`config.mk`:
```
export PLATFORM = sky130hd
export DESIGN_NAME = axi4_wr_burst_slave
export DESIGN_NICKNAME = d
export VERILOG_FILES = /design/src/rtl/axi4_pkg.sv /design/src/rtl/axi4_burst_addr_gen.sv /design/src/rtl/axi4_wr_burst_slave.sv
export SDC_FILE = /design/constraint.sdc
export NUM_CORES = 1
export LEC_CHECK = 0
export ABC_AREA = 0
export CAP_MARGIN = 10
export CORE_MARGIN = 8
export CORE_UTILIZATION = 51
export CTS_BUF_LIST = sky130_fd_sc_hd__clkbuf_4
export DETAILED_ROUTE_END_ITERATION = 10
export PLACE_DENSITY_LB_ADDON = 0.05
export SYNTH_ARGS = -nofsm -noshare
export SYNTH_HDL_FRONTEND = slang
export SYNTH_SLANG_ARGS = --single-unit
```
`constraint.sdc`:
```
create_clock -name aclk_i -period 5.7 [get_ports aclk_i]
set_input_delay 0.57 -clock aclk_i [delete_from_list [all_inputs] [get_ports aclk_i]]
set_output_delay 0.57 -clock aclk_i [all_outputs]
set_load 0.005 [all_outputs]
```
`src/rtl/axi4_pkg.sv`:
```
// Shared AXI4 types and helpers for the burst slaves.
//   burst_t    : AxBURST encodings
//   resp_t     : xRESP encodings
//   wr_state_t : write-slave FSM states
//   size_ok()  : true when a beat of 2**size bytes fits the data bus
package axi4_pkg;

    typedef enum logic [1:0] {
        BurstFixed = 2'b00,
        BurstIncr  = 2'b01,
        BurstWrap  = 2'b10,
        BurstRsvd  = 2'b11
    } burst_t;

    typedef enum logic [1:0] {
        RespOkay   = 2'b00,
        RespExokay = 2'b01,
        RespSlverr = 2'b10,
        RespDecerr = 2'b11
    } resp_t;

    typedef enum logic [1:0] {
        StIdle,
        StData,
        StResp
    } wr_state_t;

    function automatic logic size_ok(input logic [2:0] size, input int unsigned data_bytes);
        return (32'd1 << size) <= data_bytes;
    endfunction

endpackage

```
`src/rtl/axi4_burst_addr_gen.sv`:
```
// Combinational next-beat address for an AXI4 burst.
// Ports:
//   addr_i      : current beat address
//   size_i      : log2 bytes per beat
//   len_i       : beats minus one (sets the WRAP container)
//   burst_i     : FIXED / INCR / WRAP
//   next_addr_o : address of the following beat
module axi4_burst_addr_gen import axi4_pkg::*; #(
    parameter int unsigned AddrWidth = 8
) (
    input  logic [AddrWidth-1:0] addr_i,
    input  logic [2:0]           size_i,
    input  logic [7:0]           len_i,
    input  logic [1:0]           burst_i,
    output logic [AddrWidth-1:0] next_addr_o
);

    logic [AddrWidth-1:0] bytes;
    logic [AddrWidth-1:0] incr;
    logic [AddrWidth-1:0] mask;

    always_comb begin
        bytes = AddrWidth'(1) << size_i;
        incr  = addr_i + bytes;
        // WRAP container is bytes*(len+1); mask selects the offset inside it
        mask  = (bytes * AddrWidth'({1'b0, len_i} + 9'd1)) - AddrWidth'(1);
        case (burst_i)
            BurstFixed: next_addr_o = addr_i;
            BurstWrap:  next_addr_o = (addr_i & ~mask) | (incr & mask);
            default:    next_addr_o = incr;
        endcase
    end

endmodule

```
`src/rtl/axi4_wr_burst_slave.sv`:
```
// AXI4 write-burst slave: accepts one AW burst at a time, turns each W beat into a
// registered single-beat write on the mem_* port and returns one B response per burst.
// Ports:
//   aclk_i / areset_i        : clock, asynchronous active-high reset
//   aw*_i / awready_o        : write-address channel
//   w*_i  / wready_o         : write-data channel (wuser_i is ignored)
//   bvalid_o, bresp_o, bid_o, buser_o / bready_i : write-response channel
//   mem_we_o, mem_addr_o, mem_wdata_o, mem_wstrb_o : registered memory write port
// Optional (macro AXI4_WR_SLV_STATS_EN): stat_bursts_o / stat_errors_o saturating counters.
module axi4_wr_burst_slave import axi4_pkg::*; #(
    parameter int unsigned DATA_BYTES    = 4,
    parameter int unsigned ADDR_BYTES    = 1,
    parameter int unsigned NUM_ID_BITS   = 4,
    parameter int unsigned NUM_USER_BITS = 4
) (
    input  logic                       aclk_i,
    input  logic                       areset_i,
    input  logic                       awvalid_i,
    output logic                       awready_o,
    input  logic [ADDR_BYTES*8-1:0]    awaddr_i,
    input  logic [7:0]                 awlen_i,
    input  logic [2:0]                 awsize_i,
    input  logic [1:0]                 awburst_i,
    input  logic [NUM_ID_BITS-1:0]     awid_i,
    input  logic [NUM_USER_BITS-1:0]   awuser_i,
    input  logic                       wvalid_i,
    output logic                       wready_o,
    input  logic [DATA_BYTES*8-1:0]    wdata_i,
    input  logic [DATA_BYTES-1:0]      wstrb_i,
    input  logic                       wlast_i,
    input  logic [NUM_USER_BITS-1:0]   wuser_i,
    output logic                       bvalid_o,
    input  logic                       bready_i,
    output logic [1:0]                 bresp_o,
    output logic [NUM_ID_BITS-1:0]     bid_o,
    output logic [NUM_USER_BITS-1:0]   buser_o,
`ifdef AXI4_WR_SLV_STATS_EN
    output logic [31:0]                stat_bursts_o,
    output logic [31:0]                stat_errors_o,
`endif
    output logic                       mem_we_o,
    output logic [ADDR_BYTES*8-1:0]    mem_addr_o,
    output logic [DATA_BYTES*8-1:0]    mem_wdata_o,
    output logic [DATA_BYTES-1:0]      mem_wstrb_o
);

    localparam int unsigned AW = ADDR_BYTES * 8;

    wr_state_t                state_q, state_d;
    logic                     rst_done_q;
    logic [AW-1:0]            addr_q, addr_d, next_addr;
    logic [7:0]               len_q, len_d, beat_q, beat_d;
    logic [2:0]               size_q, size_d;
    logic [1:0]               burst_q, burst_d;
    logic [NUM_ID_BITS-1:0]   id_q, id_d;
    logic [NUM_USER_BITS-1:0] user_q, user_d;
    logic                     err_q, err_d;
    logic                     nowr_q, nowr_d;   // burst is illegal: suppress every write
    logic                     mem_we_d;
    logic [AW-1:0]            mem_addr_d;
    logic [DATA_BYTES*8-1:0]  mem_wdata_d;
    logic [DATA_BYTES-1:0]    mem_wstrb_d;
    logic                     aw_hs, w_hs, b_hs, last_beat;

    logic unused_wuser;
    assign unused_wuser = ^wuser_i;

    axi4_burst_addr_gen #(
        .AddrWidth (AW)
    ) u_addr_gen (
        .addr_i      (addr_q),
        .size_i      (size_q),
        .len_i       (len_q),
        .burst_i     (burst_q),
        .next_addr_o (next_addr)
    );

    // awready held low until the first clock after reset release
    assign awready_o = rst_done_q && (state_q == StIdle);
    assign wready_o  = (state_q == StData);
    assign bvalid_o  = (state_q == StResp);
    assign bresp_o   = (bvalid_o && err_q) ? RespSlverr : RespOkay;
    assign bid_o     = bvalid_o ? id_q : '0;
    assign buser_o   = bvalid_o ? user_q : '0;

    assign aw_hs     = awvalid_i && awready_o;
    assign w_hs      = wvalid_i && wready_o;
    assign b_hs      = bvalid_o && bready_i;
    assign last_beat = (beat_q == len_q);

    always_comb begin
        state_d     = state_q;
        addr_d      = addr_q;
        len_d       = len_q;
        beat_d      = beat_q;
        size_d      = size_q;
        burst_d     = burst_q;
        id_d        = id_q;
        user_d      = user_q;
        err_d       = err_q;
        nowr_d      = nowr_q;
        mem_we_d    = 1'b0;
        mem_addr_d  = mem_addr_o;
        mem_wdata_d = mem_wdata_o;
        mem_wstrb_d = mem_wstrb_o;
        unique case (state_q)
            StIdle: begin
                if (aw_hs) begin
                    addr_d  = awaddr_i;
                    len_d   = awlen_i;
                    size_d  = awsize_i;
                    burst_d = awburst_i;
                    id_d    = awid_i;
                    user_d  = awuser_i;
                    beat_d  = 8'd0;
                    nowr_d  = (awburst_i == BurstRsvd) || !size_ok(awsize_i, DATA_BYTES) ||
                              ((awburst_i == BurstWrap) && !(awlen_i inside {8'd1, 8'd3, 8'd7, 8'd15}));
                    err_d   = nowr_d;
                    state_d = StData;
                end
            end
            StData: begin
                if (w_hs) begin
                    mem_we_d    = !nowr_q;
                    mem_addr_d  = addr_q;
                    mem_wdata_d = wdata_i;
                    mem_wstrb_d = wstrb_i;
                    addr_d      = next_addr;
                    beat_d      = beat_q + 8'd1;
                    if (wlast_i != last_beat) err_d = 1'b1;
                    // burst length is set by awlen alone; wlast only feeds the error flag
                    if (last_beat) state_d = StResp;
                end
            end
            StResp: begin
                if (b_hs) state_d = StIdle;
            end
            default: state_d = StIdle;
        endcase
    end

    always_ff @(posedge aclk_i or posedge areset_i) begin
        if (areset_i) begin
            state_q     <= StIdle;
            rst_done_q  <= 1'b0;
            addr_q      <= '0;
            len_q       <= '0;
            beat_q      <= '0;
            size_q      <= '0;
            burst_q     <= '0;
            id_q        <= '0;
            user_q      <= '0;
            err_q       <= 1'b0;
            nowr_q      <= 1'b0;
            mem_we_o    <= 1'b0;
            mem_addr_o  <= '0;
            mem_wdata_o <= '0;
            mem_wstrb_o <= '0;
        end else begin
            state_q     <= state_d;
            rst_done_q  <= 1'b1;
            addr_q      <= addr_d;
            len_q       <= len_d;
            beat_q      <= beat_d;
            size_q      <= size_d;
            burst_q     <= burst_d;
            id_q        <= id_d;
            user_q      <= user_d;
            err_q       <= err_d;
            nowr_q      <= nowr_d;
            mem_we_o    <= mem_we_d;
            mem_addr_o  <= mem_addr_d;
            mem_wdata_o <= mem_wdata_d;
            mem_wstrb_o <= mem_wstrb_d;
        end
    end

`ifdef AXI4_WR_SLV_STATS_EN
    logic [31:0] stat_bursts_q, stat_bursts_d, stat_errors_q, stat_errors_d;

    always_comb begin
        stat_bursts_d = stat_bursts_q;
        stat_errors_d = stat_errors_q;
        if (b_hs) begin
            if (stat_bursts_q != '1) stat_bursts_d = stat_bursts_q + 32'd1;
            if (err_q && (stat_errors_q != '1)) stat_errors_d = stat_errors_q + 32'd1;
        end
    end

    always_ff @(posedge aclk_i or posedge areset_i) begin
        if (areset_i) begin
            stat_bursts_q <= '0;
            stat_errors_q <= '0;
        end else begin
            stat_bursts_q <= stat_bursts_d;
            stat_errors_q <= stat_errors_d;
        end
    end

    assign stat_bursts_o = stat_bursts_q;
    assign stat_errors_o = stat_errors_q;
`endif

endmodule
```
==> reports/results.ini, run 1 <==
[sta]
setup_viol=0
rsz0062_at_grt=no
maxSlewViolCount=0
max_freq_mhz=191
period_share_pct=91.9
worst_pin_slew_ns=1.16
finalClockSkew_ns=0.0244
hold_violations=0
finalCriticalPeriod_ns=5.24
setup_tns_ns=0
relSlewSlack_pct=22.6

[global_routing]
grt_pass1_wl_um=21000
gr-total-overflow=0
track_usage_pct=19.5
grt_pass1_vias=4424
antenna_found_initial=0
grt_max_degree=88

[yosys]
synth_top_area_share_pct=42.2
ys.warnings.count=0
synth-async-reset-ratio_pct=100
synth.ff_latch_count=87
synthDistinctLibCells=58
syn_area_um2=5160
syn-mean-instance-area_um2=9.18
yosysTopAreaCell=dfrtp_1
yosysSeqAreaShare_pct=42.2
syn_nets=678
ys.flop_type=dfrtp_1
syn-instance-count=562
synth_edf_count=0
synth_area_leaders=dfrtp_1 42%, nand2_1 12%, fa_1 7.0%

[critical_path]
r2r_start=len_q[0]
r2r_slack_ns=0.46
critPathKind=reg2reg
rr_worst_depth=19
crit_path_max_fanout=13
cp.required_ns=6.02
worst_setup_path_start_kind=flip-flop
critPathCaptureType=flip-flop
cp.arrival_ns=5.56

[placement]
numPortBuffers=127
finalWeightedCongestion=0.899
place_inst=802
hpwl_um=9710

[cts]
clkTransAtPathRegs_ns=0.14
cts_resized=0
cts-hold-fix-buffers=0
cts-root-buf=clkbuf_4
cts.sink_count=87
clk_latency_ns=0.45
numCtsBuffers=9
cts_setup_buffers=0
clock_tree.buffer_depth=2
cts_tree=yes
htreeDepth=3

[drt]
post-route-drc-count=0
vias=4158
viasPerCell=5.08
dr.first_iter.drc_count=195
ant_nets=0
wl_um=12600
dr.pass1.iters=4
routedWlPerCell_um=15.4

[floorplanning]
die-height_um=117
num_io_pins=133
design.core.area_um2=9820
num_rows=36
dieArea_um2=13600
start_util_pct=52.5
die_w_um=117

[flow_run]
maxCapViolCount=0

[hold_path]
worstHoldStart=nowr_q
hp-class=reg2reg
hold_end=mem_we_o
hold_depth=1

[pwr]
ir_worst_vdd_v=0.000583
p_leak_nw=3.10
powerDensity_nw_per_um2=610

[cells_and_area]
area_growth_pct=29.3
fin_nets=796
final_cells=818
diodes=0
fill_cells=835
final_cell_mix=164 x nand2_1, 127 x clkdlybuf4s50_1, 87 x dfrtp_1
multiInputGateArea_um2=2760
final_common_cell=nand2_1
seq_area_um2=2180
drive_above_1_share_pct=7.45

[run_status]
status=finished, final reports clean

## cell type report
class                      count  area share, %
sequential                    87           32.7
timing repair buffer         131           19.5
clock buffer                   9           1.01
tap                          133           2.50
multi-input combinational    420           41.4
inverter                      31           1.76
clock inverter                 7           1.18
## critical path, stage by stage (launching register included)
cell,delay (ns)
dfrtp_1,0.63
ha_1,0.28
xor2_1,0.22
buf_4,0.18
nand2_1,0.07
fa_1,0.53
inv_1,0.04
ha_1,0.28
inv_1,0.07
fa_1,0.43
fa_1,0.55
inv_1,0.04
ha_1,0.33
o21ai_0,0.19
o21bai_1,0.11
a21oi_1,0.26
xor2_1,0.19
xnor3_1,0.26
o21ai_2,0.13
mux2_1,0.33
## layer usage
metal / vias up / track usage (%) / wire length [um]
li1: 2054 / - / -
met1: 1981 / 23.5 / 5240
met2: 111 / 32.9 / 6130
met3: 12 / 6.88 / 1070
met4: 0 / 4.86 / 116
met5: - / 0 / 0
## Yosys cell counts, drive strengths merged, types with 4 or more instances
| cell | number |
|---|---|
| inv | 31 |
| nand2b | 9 |
| ha | 23 |
| clkbuf | 16 |
| nand3 | 9 |
| a21oi | 19 |
| nor2 | 29 |
| nand2 | 164 |
| xnor2 | 24 |
| nor3b | 4 |
| a21o | 5 |
| and3 | 4 |
| o21ai | 25 |
| buf | 8 |
| xor2 | 9 |
| and2 | 15 |
| fa | 18 |
| mux2 | 22 |
| dfrtp | 87 |
## cell families (layout without fill, tap and decap cells)
group	after synthesis	in the layout	share of synthesized area (%)
xor gates and xnor gates	34	34	6.04
AOI/OAI and AO/OA	67	67	7.98
DFF	87	87	42.2
buffers and inverters	55	178	4.29
muxes	23	23	5.00
and+or+nand+nor	253	253	21.8
adders and majority gates	41	41	12.6
other	2	2	0.146
## power by group
part           internal [W]  switching (W)  total [W]
Clock              0.000140       0.000228   0.000368
Sequential         0.000855       0.000226    0.00108
Combinational       0.00128        0.00134    0.00262
Total               0.00227        0.00180    0.00407
## worst max-delay path by stage
stage	start	to	slack (ns)	cells past startpoint
floorplan	size_q[1]	flip-flop	0.91	16
global placement	len_q[0]	flip-flop	0.60	18
detailed placement	len_q[0]	flip-flop	0.51	19
CTS	len_q[0]	flip-flop	0.49	19
global route	len_q[0]	flip-flop	0.12	19
finish	len_q[0]	flip-flop	0.46	19
## metrics by stage
stage	power (W)	hold WS, ns	setup WS, ns	utilization (%)	cell area [um^2]
2_1_floorplan	0.00291	0.404	0.912	-	5160
3_3_place_gp	0.00364	0.416	0.599	66.4	6520
3_5_place_dp	0.00372	0.415	0.511	66.4	6520
4_1_cts	0.00411	0.453	0.490	67.9	6670
5_1_grt	0.00450	0.465	0.120	67.9	6670
6_report	0.00407	0.451	0.462	67.9	6670
## sequential cells by signal, summed over array words and instances (netlist names), 2 cells and up, named ones only
name         count
mem_wdata_o     32
beat_q           8
len_q            8
mem_addr_o       8
id_q             4
mem_wstrb_o      4
user_q           4
size_q           3
burst_q          2
state_q          2
Power figures use the tool's default switching activity.
==> inputs of run 2 (changes only) <==
- PLACE_DENSITY: unset -> 0.83
- PLACE_DENSITY_LB_ADDON: 0.05 -> unset
==> reports/results.ini, run 2 (synthesis results as in run 1) <==
[critical_path]
cp_top_family=adder cells
crit_path_max_fanout=12
critPathBufInv=4
crit_path_top_delay_cell=dfrtp_1
cp.required_ns=6.01
cp_common_cell=inv_1
critPathKind=reg2reg
cp.arrival_ns=5.59
path_cells=or3b_4 > inv_1 > nand2_1 > fa_1 > inv_1 > ha_1 > inv_1 > fa_1 > fa_1 > inv_1 > ha_1 > o21ai_0 > o21bai_1 > a21oi_1 > xor2_1 > xnor3_1 > o21ai_2 > mux2_1
cpPeakStageDelay_ns=0.58
worst_setup_path_start_kind=flip-flop
r2r_slack_ns=0.42
critPathCaptureType=flip-flop

[cts]
cts-hold-fix-buffers=0
clk_latency_ns=0.44
cts_tree=yes
cts.sink_count=87
cts-root-buf=clkbuf_4
cts_setup_buffers=0
clock_tree.buffer_depth=2
htreeDepth=3
clkTransAtPathRegs_ns=0.14
cts_resized=0
numCtsBuffers=9

[sta]
setup_viol=0
relSlewSlack_pct=21.8
finalCriticalPeriod_ns=5.28
max_freq_mhz=189
period_share_pct=92.6
maxSlewViolCount=0
rsz0062_at_grt=no
finalClockSkew_ns=0.0188
worst_slack_ns=0.419
worst_pin_slew_ns=1.17
setup_tns_ns=0
hold_violations=0

[drt]
wl_um=13200
ant_nets=0
routedWlPerCell_um=16.2
viasPerCell=5.25
post-route-drc-count=0
vias=4303
dr.pass1.iters=4
dr.first_iter.drc_count=243

[placement]
hpwl_um=10300
numPortBuffers=127
finalWeightedCongestion=0.927
place_ws_ns=0.575

[floorplanning]
num_rows=36
start_util_pct=52.5
die-height_um=117
dieArea_um2=13600
num_io_pins=133
die_w_um=117
design.core.area_um2=9820

[pwr]
p_int_w=0.00229
switching_share_pct=44.6
comb_power_share_pct=65.3
ir_worst_vdd_v=0.000397
seqPwrFrac_pct=26.0
powerDensity_nw_per_um2=621
p_switching_w=0.00185
p_leak_nw=3.09
p_clk_share_pct=8.7

[global_routing]
track_usage_pct=20.5
grt_pass1_wl_um=22000
gr-total-overflow=0
antenna_found_initial=0
grt_max_degree=88
grt_pass1_vias=4562

[cells_and_area]
final_util_pct=68.0
final_cell_mix=164 x nand2_1, 127 x clkdlybuf4s50_1, 87 x dfrtp_1
regMostFlops=mem_wdata_o
diodes=0
fill_cells=798
drive_above_1_share_pct=7.58
area_growth_pct=29.4
largest_reg_flops=32
final_common_cell=nand2_1
fin_nets=797

[run_status]
status=finished, final reports clean

[flow_run]
maxCapViolCount=0

[hold_path]
hp-class=reg2reg

run 2: path summary, 6_finish.rpt:
path	from	to	cells past startpoint
max	size_q[1]	flip-flop	18
min	nowr_q	mem_we_o	1
max reg2reg	size_q[1]	flip-flop	18
min reg2reg	nowr_q	mem_we_o	1
max in group asynchronous	areset_i	beat_q[3]	3
min in group asynchronous	areset_i	beat_q[5]	3
run 2: cell type report:
class                      count  area [um^2]  area share [%]
tap                          133          166            2.49
sequential                    87         2180            32.6
clock inverter                 6         68.8            1.03
inverter                      31          118            1.76
clock buffer                  10         75.1            1.13
timing repair buffer         132         1310            19.6
multi-input combinational    420         2760            41.3
run 2: per-layer routing:
layer | up-vias | track usage, % | wire length (um)
li1 | 2055 | - | -
met1 | 2070 | 23.2 | 5190
met2 | 153 | 35.2 | 6630
met3 | 25 | 6.93 | 1180
met4 | 0 | 7.34 | 244
met5 | - | 0 | 0
run 2: power groups by stage:
stage	Sequential, W	Clock [W]	Combinational [W]
2_1_floorplan	0.00101	0	0.00190
3_3_place_gp	0.00107	0	0.00255
3_5_place_dp	0.00109	0	0.00267
4_1_cts	0.00108	0.000371	0.00270
5_1_grt	0.00111	0.000397	0.00303
6_report	0.00108	0.000360	0.00270
run 2: through the flow:
step           hold slack, ns  area, um^2  std cells  total power, W
4_1_cts                 0.437        6670        819         0.00415
3_3_place_gp            0.420        6530        803         0.00363
5_1_grt                 0.461        6670        819         0.00453
6_report                0.440        6670        819         0.00414
3_5_place_dp            0.417        6530        803         0.00376
2_1_floorplan           0.404        5160        562         0.00291
